[src/rtl/smem_sprite_writer.sv]
// Screen-memory sprite writer: moves one sprite charcode across a wrapped character grid,
// erasing the vacated cell and drawing the new one on every movement step.
module smem_sprite_writer #(
    parameter int Nchars          = 4,
    parameter int smem_size       = 1200,
    parameter int Ncols           = 40,
    parameter int Nrows           = 30,
    parameter int bg_code         = 0,
    parameter int sprite_code     = 1,
    parameter int frames_per_step = 4
) (
    input  logic                         clk,
    input  logic                         reset_n,
    input  logic                         vsync,
    input  logic                         enable,
    input  logic [3:0]                   btn,
    output logic                         wr_en,
    output logic [$clog2(smem_size)-1:0] wr_addr,
    output logic [$clog2(Nchars)-1:0]    wr_data,
    output logic [$clog2(Ncols)-1:0]     sprite_x,
    output logic [$clog2(Nrows)-1:0]     sprite_y,
    output logic                         busy
);

    localparam int AW = $clog2(smem_size);
    localparam int DW = $clog2(Nchars);
    localparam int XW = $clog2(Ncols);
    localparam int YW = $clog2(Nrows);
    localparam int FW = (frames_per_step > 1) ? $clog2(frames_per_step) : 1;

    localparam logic [XW-1:0] x_max     = XW'(Ncols - 1);
    localparam logic [YW-1:0] y_max     = YW'(Nrows - 1);
    localparam logic [FW-1:0] fcnt_last = FW'(frames_per_step - 1);
    localparam logic [DW-1:0] bg_val    = DW'(bg_code);
    localparam logic [DW-1:0] sprite_val = DW'(sprite_code);

    typedef enum logic [1:0] {
        INIT  = 2'd0,
        IDLE  = 2'd1,
        ERASE = 2'd2,
        DRAW  = 2'd3
    } state_t;

    state_t          state_r;
    logic [XW-1:0]   x_r, nx_r, nx_s;
    logic [YW-1:0]   y_r, ny_r, ny_s;
    logic [FW-1:0]   fcnt_r;
    logic            vs_q_r;
    logic            wr_en_r, busy_r;
    logic [AW-1:0]   wr_addr_r;
    logic [DW-1:0]   wr_data_r;
    logic            tick_s, due_s, step_s;

    function automatic logic [AW-1:0] addr_of(input logic [XW-1:0] x, input logic [YW-1:0] y);
        return AW'(y) * AW'(Ncols) + AW'(x);
    endfunction

    // Frame tick on the falling edge of vsync, and whether a movement step fires on it.
    always_comb begin
        tick_s = vs_q_r & ~vsync;
        due_s  = tick_s & (fcnt_r == fcnt_last);
        step_s = due_s & enable & (|btn);
    end

    // Next sprite position with wrap-around; up beats down beats left beats right.
    always_comb begin
        nx_s = x_r;
        ny_s = y_r;
        if (btn[3]) begin
            ny_s = (y_r == {YW{1'b0}}) ? y_max : y_r - YW'(1);
        end else if (btn[2]) begin
            ny_s = (y_r == y_max) ? {YW{1'b0}} : y_r + YW'(1);
        end else if (btn[1]) begin
            nx_s = (x_r == {XW{1'b0}}) ? x_max : x_r - XW'(1);
        end else if (btn[0]) begin
            nx_s = (x_r == x_max) ? {XW{1'b0}} : x_r + XW'(1);
        end else begin
            nx_s = x_r;
            ny_s = y_r;
        end
    end

    // Frame counter, write FSM and registered write-port outputs.
    always_ff @(posedge clk) begin
        if (!reset_n) begin
            state_r   <= INIT;
            x_r       <= {XW{1'b0}};
            y_r       <= {YW{1'b0}};
            nx_r      <= {XW{1'b0}};
            ny_r      <= {YW{1'b0}};
            fcnt_r    <= {FW{1'b0}};
            vs_q_r    <= 1'b1;
            wr_en_r   <= 1'b0;
            wr_addr_r <= {AW{1'b0}};
            wr_data_r <= {DW{1'b0}};
            busy_r    <= 1'b0;
        end else begin
            vs_q_r <= vsync;
            if (tick_s) begin
                fcnt_r <= due_s ? {FW{1'b0}} : fcnt_r + FW'(1);
            end
            // Outputs are loaded on the edge that enters the state they belong to.
            case (state_r)
                INIT: begin
                    state_r   <= IDLE;
                    wr_en_r   <= 1'b1;
                    wr_addr_r <= addr_of(x_r, y_r);
                    wr_data_r <= sprite_val;
                    busy_r    <= 1'b0;
                end
                IDLE: begin
                    if (step_s) begin
                        state_r   <= ERASE;
                        nx_r      <= nx_s;
                        ny_r      <= ny_s;
                        wr_en_r   <= 1'b1;
                        wr_addr_r <= addr_of(x_r, y_r);
                        wr_data_r <= bg_val;
                        busy_r    <= 1'b1;
                    end else begin
                        wr_en_r <= 1'b0;
                        busy_r  <= 1'b0;
                    end
                end
                ERASE: begin
                    state_r   <= DRAW;
                    wr_en_r   <= 1'b1;
                    wr_addr_r <= addr_of(nx_r, ny_r);
                    wr_data_r <= sprite_val;
                    busy_r    <= 1'b1;
                end
                DRAW: begin
                    state_r <= IDLE;
                    x_r     <= nx_r;
                    y_r     <= ny_r;
                    wr_en_r <= 1'b0;
                    busy_r  <= 1'b0;
                end
                default: begin
                    state_r <= INIT;
                    wr_en_r <= 1'b0;
                    busy_r  <= 1'b0;
                end
            endcase
        end
    end

    assign wr_en    = wr_en_r;
    assign wr_addr  = wr_addr_r;
    assign wr_data  = wr_data_r;
    assign busy     = busy_r;
    assign sprite_x = x_r;
    assign sprite_y = y_r;

endmodule

[config.mk]
export PLATFORM = sky130hd
export DESIGN_NAME = smem_sprite_writer
export DESIGN_NICKNAME = d
export VERILOG_FILES = /design/src/rtl/smem_sprite_writer.sv
export SDC_FILE = /design/constraint.sdc
export NUM_CORES = 1
export LEC_CHECK = 0
export ABC_CLOCK_PERIOD_IN_PS = 2300
export CAP_MARGIN = 5
export CORE_ASPECT_RATIO = 0.9
export CORE_MARGIN = 2
export CORE_UTILIZATION = 45
export CTS_CLUSTER_SIZE = 12
export DETAILED_ROUTE_END_ITERATION = 7
export MAX_ROUTING_LAYER = met4
export PLACE_DENSITY = 0.69
export REMOVE_ABC_BUFFERS = 1
export SLEW_MARGIN = 40
export SYNTH_ARGS = -nofsm -noshare
export SYNTH_HDL_FRONTEND = slang
export SYNTH_SLANG_ARGS = --single-unit
[constraint.sdc]
create_clock -name clk -period 2.3 [get_ports clk]
set_input_delay 0.46 -clock clk [delete_from_list [all_inputs] [get_ports clk]]
set_output_delay 0.46 -clock clk [all_outputs]
set_load 0.05 [all_outputs]
# After elaboration in Yosys (flattened, before gate mapping)

Cells that the tools add are included.

Logic and storage cells: 63
Flip-flop bits (word level): 42

Bitwise operators: 5
Reductions and logical operators: 11
$mul: 2
Mux-type cells: 20
Eq/ne operators: 7
$add $sub $neg: 7

Operators with widths:

| cell                  | count |
|---|---|
| $mux W6               | 6 |
| $pmux W11 S3          | 1 |
| $add A11 B6 Y11       | 2 |
| $mux W5               | 4 |
| $mul A5 B3 Y8 const B | 2 |
| $mux W11              | 1 |
| $add A6 B1 Y6 const B | 1 |
| $eq A2 B2 Y1 const B  | 3 |
| $eq A6 B6 Y1 const B  | 1 |
| $logic_not A6 Y1      | 1 |
| $mux W2               | 3 |
| $pmux W1 S3           | 2 |
| $pmux W2 S3           | 1 |
| $reduce_and A2 Y1     | 3 |
| $sub A6 B1 Y6 const B | 1 |
| $add A5 B1 Y5 const B | 1 |
| $eq A5 B5 Y1 const B  | 1 |
| $logic_not A5 Y1      | 1 |
| $sub A5 B1 Y5 const B | 1 |
| $and A1 B1 Y1         | 4 |
| $pmux W2 S2           | 1 |
| $reduce_or A2 Y1      | 2 |
| $reduce_or A4 Y1      | 1 |
| $reduce_bool A3 Y1    | 1 |
| other kinds (7)       | 7 |

# Logic depth before layout (Yosys ltp)

Gate-level depths: netlist of run 1.

Word-level depth: 7
Gate-level depth with buffers: 9
Depth with buffers taken out: 9

# Worst setup path before layout of run 1

OpenSTA, ideal clock, no wires.

Path kind: register -> register
From: reg y_r[1] (netlist: sprite_y[1])
To: reg wr_addr_r[9] (netlist: wr_addr[9])
Buffers on the path: 0
Setup slack: -0.350 ns
Clock period less this slack: 2.650 ns
Data required time: 2.225 ns
Arrival: 2.575 ns
Cell stages (with the launch flop): 10
Path through: dfxtp_1 -> ha_1 -> ha_1 -> fa_1 -> xor2_1 -> nand3_1 -> nor2_1 -> xor2_1 -> mux2i_1 -> o22ai_1

Longest elaborated chain between the ends: 4

RTL lines:

| item                   | line | source |
|---|---|---|
| start, declared        | 46   | `logic [YW-1:0] y_r, ny_r, ny_s;` |
| start signal, assigned | 88   | `y_r <= {YW{1'b0}};` |
| start signal, assigned | 135  | `y_r <= ny_r;` |
| $mul A5 B3 Y8 (*)      | 55   | `return AW'(y) * AW'(Ncols) + AW'(x);` |
| $add A11 B6 Y11 (*)    | 55   |  |
| $mux W11               | 112  | `if (step_s) begin` |
| $pmux W11 S3 (*)       | 103  | `case (state_r)` |
| end signal, assigned   | 107  | `wr_addr_r <= addr_of(x_r, y_r);` |
| end signal, assigned   | 117  | `wr_addr_r <= addr_of(x_r, y_r);` |
| end signal, assigned   | 128  | `wr_addr_r <= addr_of(nx_r, ny_r);` |
| end, declared          | 50   | `logic [AW-1:0] wr_addr_r;` |

Mark *: on every way between the ends. The rest lies on a longest branch, timed or not. The select of a mux whose other input is x is not followed.
A chain may end at the register's enable or synchronous reset.

# Worst setup path in the final report of run 1

From: reg ny_r[1]
To: reg wr_addr_r[9] (netlist: wr_addr[9])

Longest elaborated chain between the ends: 3

RTL lines:

| item                   | line | source |
|---|---|---|
| start, declared        | 46   |  |
| start signal, assigned | 90   | `ny_r <= {YW{1'b0}};` |
| start signal, assigned | 115  | `ny_r <= ny_s;` |
| $mul A5 B3 Y8          | 55   |  |
| $add A11 B6 Y11        | 55   |  |
| $pmux W11 S3           | 103  |  |

Every way passes these cells.

==> results of run 1 <==
[sequential cells by signal, indices dropped and copies added (netlist names)]
register  cells
busy          1
wr_data       1
sprite_y      5
wr_addr      11
sprite_x      6
fcnt_r        2
state_r       2
nx_r          6
vs_q_r        1
ny_r          5
wr_en         1
[cell type report]
class | count | area [sq um]
Tap cell | 72 | 90.1
Clock buffer | 7 | 86.3
Timing Repair Buffer | 59 | 538
Multi-Input combinational cell | 263 | 1870
Inverter | 10 | 37.5
Fill cell | 547 | 2610
Clock inverter | 1 | 30.0
Sequential cell | 41 | 821
[report_power, final]
part	leakage (uW)	switching, uW	internal (uW)	total [uW]
clock	0.0000585	265	354	619
combinational	0.00113	248	159	407
sequential	0.000333	18.9	747	766
total	0.00152	532	1260	1790
[logic make-up after synthesis]
group | count (synthesis) | synth area share
AO/OA/AOI/OAI | 88 | 0.200
buffers and inverters | 31 | 0.0532
multiplexers | 18 | 0.0648
adder cells (fa/ha/maj) | 33 | 0.158
flip-flops | 41 | 0.293
AND/OR/NAND/NOR | 107 | 0.179
other | 1 | 0.00134
XOR/XNOR | 16 | 0.0501
[routing by layer]
metal / GRT usage / share of wire / vias up
li1: - / - / 1283
met1: 0.302 / 0.50 / 1207
met2: 0.323 / 0.45 / 75
met3: 0.0281 / 0.038 / 10
met4: 0.0600 / 0.012 / 0
met5: - / 0 / -
[per-stage QoR]
stage	instance area, sq um	setup TNS, ps	utilization	total power, uW
final	3480	0	0.572	1790
after CTS	3430	0	0.565	1800
after global routing	3480	-6.18	0.572	1870
after floorplan	2690	-1090	-	1030
after global placement	3310	0	0.545	1180
after detailed placement	3310	0	0.545	1190
[worst min-delay path by stage]
stage	startpoint	to	slack, ps	cells past startpoint
finish	wr_data[0]	wr_data[0]	470	2
global route	wr_addr[7]	wr_addr[7]	500	2
CTS	wr_data[0]	wr_data[0]	470	2
detailed placement	wr_data[0]	wr_data[0]	460	2
global placement	wr_data[0]	wr_data[0]	450	2
floorplan	nx_r[2]	nx_r[2]	450	2
[cells in the final DEF (no fill, tap or decap), types with 4 or more instances in the layout]
master,n
clkdlybuf4s50_1,31
o21ai_0,16
nor2b_1,4
nor2_1,40
nand2_1,28
a211oi_1,9
xnor2_1,8
ha_1,29
nor3_1,6
nand2b_1,4
mux2i_1,17
buf_4,26
dfxtp_1,41
inv_1,9
a21oi_1,33
xor2_1,6
o211ai_1,4
clkbuf_8,6
a21o_1,5
[worst register-to-register path, delay by kind of cell (launching register included)]
kind,cells,cell delay [ps]
fa+ha+maj,3,960
xor+xnor,2,380
flops,1,320
simple gates,1,220
compound gates,1,160
mux,1,90
[timing repair]
action                     in CTS  in global routing
pin swaps                       3                  2
setup endpoints to repair       1                  4
gates resized for setup         2                  7
==> impl_metrics.ini, run 1 <==
[placement]
dp.cells = 445
dp_slack_ps = 59.9
gp_congestion = 0.875
hpwlAfterDp_um = 4790
io_buffers = 32

[die]
die_y_um = 78.8
die_area_sq_mm = 0.00687
start_util = 0.460
dieWidth_um = 87.1
core_sq_mm = 0.00608
ios = 34
rows = 27

[cts]
cts_hold_buf = 0
clk_pin_slew_worst_paths_ps = 90
numCtsBuffers = 5
htree_levels = 2
clock-sinks = 41
cts_setup_buffers = 0
cts.path.max_buffers = 2
cts_tree = done
root_buffer = clkbuf_8
clock_latency_ps = 300

[critical_path]
path_buf_inv = 0
worstPathRequired_ps = 2520
worst_r2r_endpoint = wr_addr[9]
cp-end-kind = flip-flop
crit_family = adder cells
arrival_ps = 2420
regToRegSetupSlack_ps = 100
crit_type = flip-flop to flip-flop
worst-r2r-cell-count = 8
max_stage_delay_ps = 430
crit_slowest_cell = fa_1
crit_path_max_fanout = 2
endpoint = wr_addr[9]
regToRegStartpoint = ny_r[1]
cp-start-kind = flip-flop
cpMostUsedCell = ha_1
cp-startpoint = ny_r[1]
cp_num_cells = 8
cp_cell_sequence = ha_1 -> ha_1 -> fa_1 -> xor2_2 -> nor3b_2 -> xor2_1 -> mux2i_1 -> o22ai_1

[global_route]
grt_usage = 0.214
grt_start_max_net_pins = 29
antenna_found_initial = 0
grt_pass1_vias = 2377
grt-ovfl-total = 0
grt_pass1_wl_um = 11500

[power]
total_leakage_power_uw = 0.00152
ir_drop_v = 0.000235
p_per_area_mw_per_mm2 = 516

[synth]
ys_ff_latch = 41
synth-edff-count = 0
yosysTopAreaCellShare = 0.293
synthFlopType = dfxtp_1
yosys-top-cells-count = dfxtp_1 (41), nor2_1 (41), a21oi_1 (33)
ys_seq_area_frac = 0.293
syn-mean-instance-area_sq_um = 8.36
synthCells = 335
synthesis.area_sq_mm = 0.00280
async_flop_share = 0
ys_warn_count = 0
yosys.cell_types.count = 54
synthTopCellsByArea = dfxtp_1 (29%), ha_1 (13%), mux2i_1 (6.1%)
yosysTopAreaCell = dfxtp_1

[sta]
slew_viol_final = 0
fmax_mhz = 454
setup_ws_ps = 98.2
fin_crit_sh = 0.957
setup_violations = 0
holdWs_ps = 466
finClkSkew_ps = 7.46
worst_pin_slew_ps = 518
fin_crit_ps = 2200
rsz0062_at_grt = true
hold_viol = 0
slew_headroom = 0.654

[final_layout]
drive_above_1_share = 0.129
antenna_cells = 0
area_growth_pct = 24.2
fin_nets = 421
finalNonFillerCells = 453

[outcome]
status = finished clean

[flow_run]
cap_violations = 0

[routing]
drt_iter0_drc = 177
avgRoutedWirePerCell_um = 14.8
vias_per_cell = 5.68
vias = 2575
first_pass_iters = 4
antenna_left = 0
finalWirelength_um = 6700
drc_errors = 0

[worst_hold_path]
hp-class = flip-flop to flip-flop
No activity file was read; power rests on OpenSTA's default activity.
==> run 2: changes to the inputs <==
--- a/config.mk
+++ b/config.mk
@@ -5,6 +5,7 @@
 export SDC_FILE = /design/constraint.sdc
 export NUM_CORES = 1
 export LEC_CHECK = 0
+export ABC_AREA = 0
 export ABC_CLOCK_PERIOD_IN_PS = 2300
 export CAP_MARGIN = 5
 export CORE_ASPECT_RATIO = 0.9
==> results of run 2 <==
Final layout, timing and power as in run 1 (identical DEF).
==> run 3: changes to the inputs <==
--- a/config.mk
+++ b/config.mk
@@ -8,7 +8,7 @@
 export ABC_AREA = 0
 export ABC_CLOCK_PERIOD_IN_PS = 2300
 export CAP_MARGIN = 5
-export CORE_ASPECT_RATIO = 0.9
+export CORE_ASPECT_RATIO = 1.75
 export CORE_MARGIN = 2
 export CORE_UTILIZATION = 45
 export CTS_CLUSTER_SIZE = 12
==> impl_metrics.ini, run 3 (synthesis results as in run 1) <==
[die]
dieWidth_um = 63.6
ios = 34
die_y_um = 108
start_util = 0.460
rows = 38
die_area_sq_mm = 0.00689
core_sq_mm = 0.00609

[outcome]
status = finished clean

[critical_path]
worstPathRequired_ps = 2490
crit_path_max_fanout = 5
cp-start-kind = input pin
crit_type = input pin to flip-flop
arrival_ps = 2440
cp-end-kind = flip-flop

[final_layout]
fin_nets = 423
final_common_cell = dfxtp_1
finalNonFillerCells = 463
antenna_cells = 0
largest_reg_flops = 11
area_growth_pct = 25.1
design_area_sq_mm = 0.00350
drive_above_1_share = 0.128
final_cell_mix = dfxtp_1 (41), nor2_1 (40), a21oi_1 (33)

[cts]
cts_setup_buffers = 0
cts.path.max_buffers = 2
clock_latency_ps = 310
cts_tree = done
numCtsBuffers = 5
clk_pin_slew_worst_paths_ps = 80
root_buffer = clkbuf_8
clock-sinks = 41
htree_levels = 2

[sta]
fin_crit_ps = 2250
hold_viol = 0
finClkSkew_ps = 15.9
slew_headroom = 0.497
fin_crit_sh = 0.976
slew_viol_final = 0
setup_violations = 0
worst_pin_slew_ps = 755
fmax_mhz = 445

[power]
p_per_area_mw_per_mm2 = 540
total_leakage_power_uw = 0.00154
finalPower_uw = 1890
ir_drop_v = 0.000501

[placement]
hpwlAfterDp_um = 5520
gp_congestion = 0.860
placed_area_sq_mm = 0.00334
dp.cells = 455
io_buffers = 32

[global_route]
antenna_found_initial = 0
grt_pass1_wl_um = 11800
grt_usage = 0.223
grt_use_met1 = 0.235
grt-ovfl-total = 0
use_met2 = 0.412
gr-usage-met3 = 0.0219
grt_start_max_net_pins = 29
grt_pass1_vias = 2512
grt-busiest-layer = met2

[routing]
avgRoutedWirePerCell_um = 15.4
drc_errors = 0
drt_iter0_drc = 147
finalWirelength_um = 7140
first_pass_iters = 4
vias_per_cell = 5.54
vias = 2563
antenna_left = 0

[flow_run]
cap_violations = 0

[worst_hold_path]
hp-class = flip-flop to flip-flop
==> run 3: changes by cell type in the layout (fill, tap and decap cells not counted), sizes merged <==
cell,change
buf,+2
clkbuf,-2
bufinv,+1
inv,+1
==> run 3: critical path: stages <==
cell and delay, ps:
clkdlybuf4s50_1 500, nor4_1 570, nor3_1 130, nand2b_2 220
o31a_2 160, buf_4 170, o21ai_0 150, a21oi_1 60
==> run 3: worst paths after layout <==
check,start,to,slack [ps],depth (start not counted)
hold / removal,wr_addr[7],wr_addr[7],480,2
setup / recovery,btn[0],wr_addr[8],50,8
hold reg to reg,wr_addr[7],wr_addr[7],480,2
setup reg to reg,sprite_y[1],wr_addr[8],110,8
==> run 3: timing repair <==
action,in CTS,in global routing
resized for setup,0,6
hold buffers,0,0
setup endpoints to repair,0,4
==> run 3: per-layer routing <==
metal  vias up  wire length [um]
li1       1279                 -
met1      1224              2900
met2        44              3850
met3        16               171
met4         0               222
met5         -                 0
==> run 3: per-stage QoR <==
stage               worst slack (ps)  TNS (ps)  hold slack (ps)   util
CTS                             33.5         0              477  0.571
finish                          54.6         0              476  0.575
global placement               -93.8      -620              457  0.549
global route                   -3.41     -3.41              490  0.575
detailed placement              -163     -1410              456  0.549
floorplan                       -369     -1090              449      -
==> run 3: cell type report <==
type / count / area, sq um
clock buffers: 5 / 68.8
flip-flops and latches: 41 / 821
inverters: 10 / 37.5
repair buffers: 61 / 553
multi-input cells: 263 / 1850
well taps: 80 / 100
fillers: 613 / 2580
clock inverters: 3 / 68.8
==> run 3: power by group <==
part | leakage [uW] | switching, uW | total, uW | internal [uW]
logic | 0.00114 | 249 | 411 | 162
registers | 0.000333 | 21.7 | 769 | 748
clock network | 0.0000687 | 273 | 710 | 437
total | 0.00154 | 544 | 1890 | 1350
==> RTL edit 1 (config.mk and constraints of run 2) <==
`frames_per_step`: 4 -> 8.
--- a/src/rtl/smem_sprite_writer.sv
+++ b/src/rtl/smem_sprite_writer.sv
@@ -7,7 +7,7 @@
     parameter int Nrows           = 30,
     parameter int bg_code         = 0,
     parameter int sprite_code     = 1,
-    parameter int frames_per_step = 4
+    parameter int frames_per_step = 8
 ) (
     input  logic                         clk,
     input  logic                         reset_n,
Function: changed (Yosys sat finds a counterexample within 10 cycles, from zero or initial values and one cycle with reset_n low).
==> RTL edit 1 against run 2 <==
- wire length is 4.5% higher
- sequential cell count is 1 higher
- area after synthesis is 4.2% higher
- worst setup slack better by 15 ps
- total power is 0.78% lower
- sequential power is 2% higher
- synthesized cell count is 0.90% lower
- maximum frequency is 0.70% higher
- global-route usage is 0.40 points lower
- clock skew is 0.87 ps higher
- final area is 4.5% higher
- critical endpoint unchanged
==> RTL edit 1: results (changes against run 2) <==
| Metric | Value |
|---|---|
| Status | `finished, final reports clean` |
| Post-Synth Adder-Cell Area | `15.6% (-0.21 points)` |
| Clk_skew | `8.34 ps (+0.873 ps)` |
| Layout cells sized above 1 | `16.3% (+3.5 points)` |
| Leading post-synthesis cells by cell area | `dfxtp_1, ha_1, mux2i_1, a21oi_1, nor2_1` |
| Async set-reset flop share out of synthesis | `0% (unchanged)` |
| Placer Congestion | `0.899 (+2.6%)` |
| Worst path arrival time | `2370 ps (-50 ps)` |
| First-pass GRT wire length | `11600 µm (+0.55%)` |
| Drt initial violations | `180 (+1.7%)` |
| Worst vdd ir | `334 µV (+42%)` |
| Synth Area in Compound Gates | `20.9% (+0.91 points)` |
| Seq/Total Area, Yosys | `28.8% (-0.50 points)` |
| R2R setup slack | `110 ps (+20 ps)` |
| Routed vias/inst | `5.48 (-3.6%)` |
| Vias | `2558 (-0.66%)` |
| Synth unique cells | `60 (+11%)` |
| Commonest cells post-synth | `dfxtp_1, ha_1, nor2_1, nand2_1, a21oi_1` |
| Mux cell area share after synthesis | `6.26% (-0.22 points)` |
| Number of global-route vias before repair | `2439 (+2.6%)` |
| Leak | `1.57 nW (+3.1%)` |
| Post-Place Cells | `459 (+3.1%)` |
| Gr usage total | `21.0% (-0.40 points)` |
| Min Hold Slack | `463 ps (-2.42 ps)` |
| Synth Area in XOR/XNOR | `5.15% (+0.14 points)` |
| Slew HR | `50.9% (-14 points)` |
RTL edit 1: worst max-delay path, cell delays in order, from the launching register on:
cell and delay (ps):
dfxtp_1 330, ha_1 290, ha_1 220, fa_1 560, nand2_2 100, nor3_2 170, xnor3_1 230, nor2_1 100
o32ai_1 80
RTL edit 1: logic make-up after synthesis:
kind of cell / after synthesis
buffers and inverters: 33
other: 1
and+or+nand+nor: 100
DFF: 42
xor gates and xnor gates: 14
muxes: 17
AOI/OAI and AO/OA: 91
adders and majority gates: 34
RTL edit 1: layout make-up:
type                            count  area [µm²]
Fill cell                         532        2550
Multi-Input combinational cell    257        1980
Sequential cell                    42         842
Timing Repair Buffer               61         551
Tap cell                           87         109
Clock buffer                        5        68.8
Inverter                           12        45.0
Clock inverter                      3        40.0
RTL edit 1: repair_timing:
action                     4_1_cts  5_1_grt
pin swaps                        1        7
hold buffers                     0        0
resized for setup                1       13
setup endpoints to repair        2        3
RTL edit 1: where the power goes:
| group | internal, mW | switching, mW |
|---|---|---|
| clock | 0.320 | 0.265 |
| combinational | 0.161 | 0.250 |
| sequential | 0.765 | 0.0187 |
| total | 1.25 | 0.533 |
RTL edit 1: per-layer routing:
metal	wire, µm	share of wire (%)	track usage, %	up-vias
met3	244	3.5	2.98	9
met1	3690	53	31.0	1211
met5	0	0	-	-
met2	3000	43	29.6	55
met4	68	0.97	6.06	0
li1	-	-	-	1283
RTL edit 1: worst max path at each step:
stage                              from                      end  slack, ps  depth (start not counted)
6_report           ny_r[1]$_SDFFE_PN0P_  wr_addr[9]$_SDFFE_PN0P_        110                          8
5_1_grt        sprite_y[1]$_SDFFE_PN0N_  wr_addr[8]$_SDFFE_PN0P_          5                          7
4_1_cts        sprite_y[1]$_SDFFE_PN0N_  wr_addr[8]$_SDFFE_PN0P_         10                          7
3_5_place_dp   sprite_y[1]$_SDFFE_PN0N_  wr_addr[8]$_SDFFE_PN0P_        -40                          7
3_3_place_gp   sprite_y[1]$_SDFFE_PN0N_  wr_addr[8]$_SDFFE_PN0P_         30                          7
2_1_floorplan  sprite_y[1]$_SDFFE_PN0N_  wr_addr[8]$_SDFFE_PN0P_       -470                          7
RTL edit 1: through the flow:
stage / power (mW) / cell area [µm²] / setup WS (ps)
after floorplan: 1.05 / 2800 / -465
after global placement: 1.21 / 3460 / 27.9
after detailed placement: 1.21 / 3460 / -40.9
after CTS: 1.79 / 3560 / 9.92
after global routing: 1.85 / 3630 / 4.51
final: 1.78 / 3630 / 114
==> RTL edit 2 (config.mk and constraints of run 2) <==
Without the edit above. Re-encode `state_t` (4 states) as Gray code, 2 bits wide.
--- a/src/rtl/smem_sprite_writer.sv
+++ b/src/rtl/smem_sprite_writer.sv
@@ -35,10 +35,10 @@
     localparam logic [DW-1:0] sprite_val = DW'(sprite_code);
 
     typedef enum logic [1:0] {
-        INIT  = 2'd0,
-        IDLE  = 2'd1,
-        ERASE = 2'd2,
-        DRAW  = 2'd3
+        INIT  = 2'b00,
+        IDLE  = 2'b01,
+        ERASE = 2'b11,
+        DRAW  = 2'b10
     } state_t;
 
     state_t          state_r;
Behaviour: same outputs for any inputs over 10 cycles, from zero or initial values and one cycle with reset_n low; not proved beyond that.
==> RTL edit 2 against run 2 <==
- final cell count up 6.8%
- wire length up 13%
- maximum frequency down 0.13%
- final area up 7.6%
- via count up 4.0%
- worst hold slack better by 12 ps
- worst setup slack worse by 2.9 ps
- area after synthesis up 6.3%
- sequential cell count unchanged
- total power up 5.7%
- combinational power up 31%
- first-iteration DRC count down 29%
- critical path type unchanged
- critical endpoint is now wr_addr[8]$_SDFFE_PN0P_
- highest routed layer unchanged
==> RTL edit 2: results (changes against run 2) <==
| Metric | Value |
|---|---|
| Fill count | `595 (+8.8%)` |
| Worst-path clk slew | `80 ps` |
| Number of global-route vias before repair | `2592 (+9.0%)` |
| Drt initial violations | `125 (-29%)` |
| Status | `finished, final reports clean` |
| CTS H-tree depth | `2 (unchanged)` |
| Syn Inst Count | `342 (+2.1%)` |
| N_diodes | `0 (unchanged)` |
| Seq/Total Area, Yosys | `27.6% (-1.7 points)` |
| GR Util met1 | `29.7% (-0.46 points)` |
| Gr usage total | `22.5% (+1.1 points)` |
| Hold Path Class | `flip-flop to flip-flop` |
| Synth Area in XOR/XNOR | `3.11% (-1.9 points)` |
| Largest net degree at the start of global routing | `31 (+6.9%)` |
| Input/output buffers | `32 (unchanged)` |
| Post-Synth Adder-Cell Area | `15.3% (-0.51 points)` |
| Async set-reset flop share out of synthesis | `0% (unchanged)` |
| First-pass GRT wire length | `12300 µm (+6.3%)` |
| Layout cells sized above 1 | `16.8% (+3.9 points)` |
| Final Core Density | `57.7% (+0.54 points)` |
| Area after DPL | `3540 µm² (+6.8%)` |
| Placer Congestion | `0.863 (-1.4%)` |
| CTS Buf Count | `5 (unchanged)` |
| Met2 routed WL | `3630 µm (+21%)` |
| DP HPWL | `5530 µm (+15%)` |
| Most frequent cell after synthesis | `dfxtp_1` |
| Final worst slack | `95.4 ps (-2.87 ps)` |
| Mux cell area share after synthesis | `5.72% (-0.76 points)` |
| Clk_skew | `2.78 ps (-4.68 ps)` |
| Min Hold Slack | `478 ps (+12.2 ps)` |
| Tightest Pin Transition | `752 ps (+234 ps)` |
| Crit Reg-Reg Startpoint | `ny_r[3]$_SDFFE_PN0P_` |
| Worst path arrival time | `2420 ps (about the same)` |
| GR Util met2 | `35.6% (+3.3 points)` |
| Dpl ws | `-89.1 ps (-149 ps)` |
| Synth warn | `0 (unchanged)` |
| Routed wire length | `7590 µm (+13%)` |
| Leading post-synthesis cells by cell area | `dfxtp_1, ha_1, mux2i_1, a21oi_1, nor2b_1` |
| Min-Delay Startpoint | `wr_addr[10]$_SDFFE_PN0P_` |
| M1 wire length | `3530 µm (+5.0%)` |
| R2R cell count | `8 (unchanged)` |
| Worst vdd ir | `419 µV (+79%)` |
| Leak | `1.56 nW (+2.1%)` |
| Metal3 WL | `296 µm (+16%)` |
| # nets final | `436 (+3.6%)` |
| End point of the critical path | `wr_addr[8]$_SDFFE_PN0P_` |
| Synth Area in Compound Gates | `22.8% (+2.8 points)` |
| DRT Pass-1 Iters | `4 (unchanged)` |
| Commonest cells post-synth | `dfxtp_1, ha_1, nand2_1, a21oi_1, nor2b_1` |
| Synth unique cells | `61 (+13%)` |
| CP Max Fanout | `5 (+3)` |
| Vias | `2679 (+4.0%)` |
| Top layer in use | `met4` |
| Clk root buf | `clkbuf_8` |
| Met3 Resource Use GR | `3.25% (+0.45 points)` |
| Hold EP | `wr_addr[10]$_SDFFE_PN0P_` |
| Worst hold path depth | `2 (unchanged)` |
| Routed vias/inst | `5.54 (-2.6%)` |
-- RTL edit 2: critical path, stage by stage (launching register included) --
cell     delay [ps]
dfxtp_2         350
ha_4            250
ha_4            160
fa_2            500
and3_1          200
a32oi_1         240
xor2_1          190
nand2_1          70
a31oi_1         180
-- RTL edit 2: final cells by class --
cell class	instances	area share, %
Sequential cell	41	22.1
Multi-Input combinational cell	267	55.5
Clock buffer	5	1.84
Clock inverter	2	0.937
Inverter	14	1.41
Timing Repair Buffer	65	15.2
Tap cell	90	3.01
-- RTL edit 2: where the power goes --
group          switching [mW]  internal (mW)
clock network           0.252          0.316
registers              0.0314          0.760
logic                   0.334          0.200
-- RTL edit 2: repair_timing --
action,CTS,global route
setup endpoints to repair,3,3
gates resized for setup,4,16
pin swaps,1,6
setup buffers,0,1
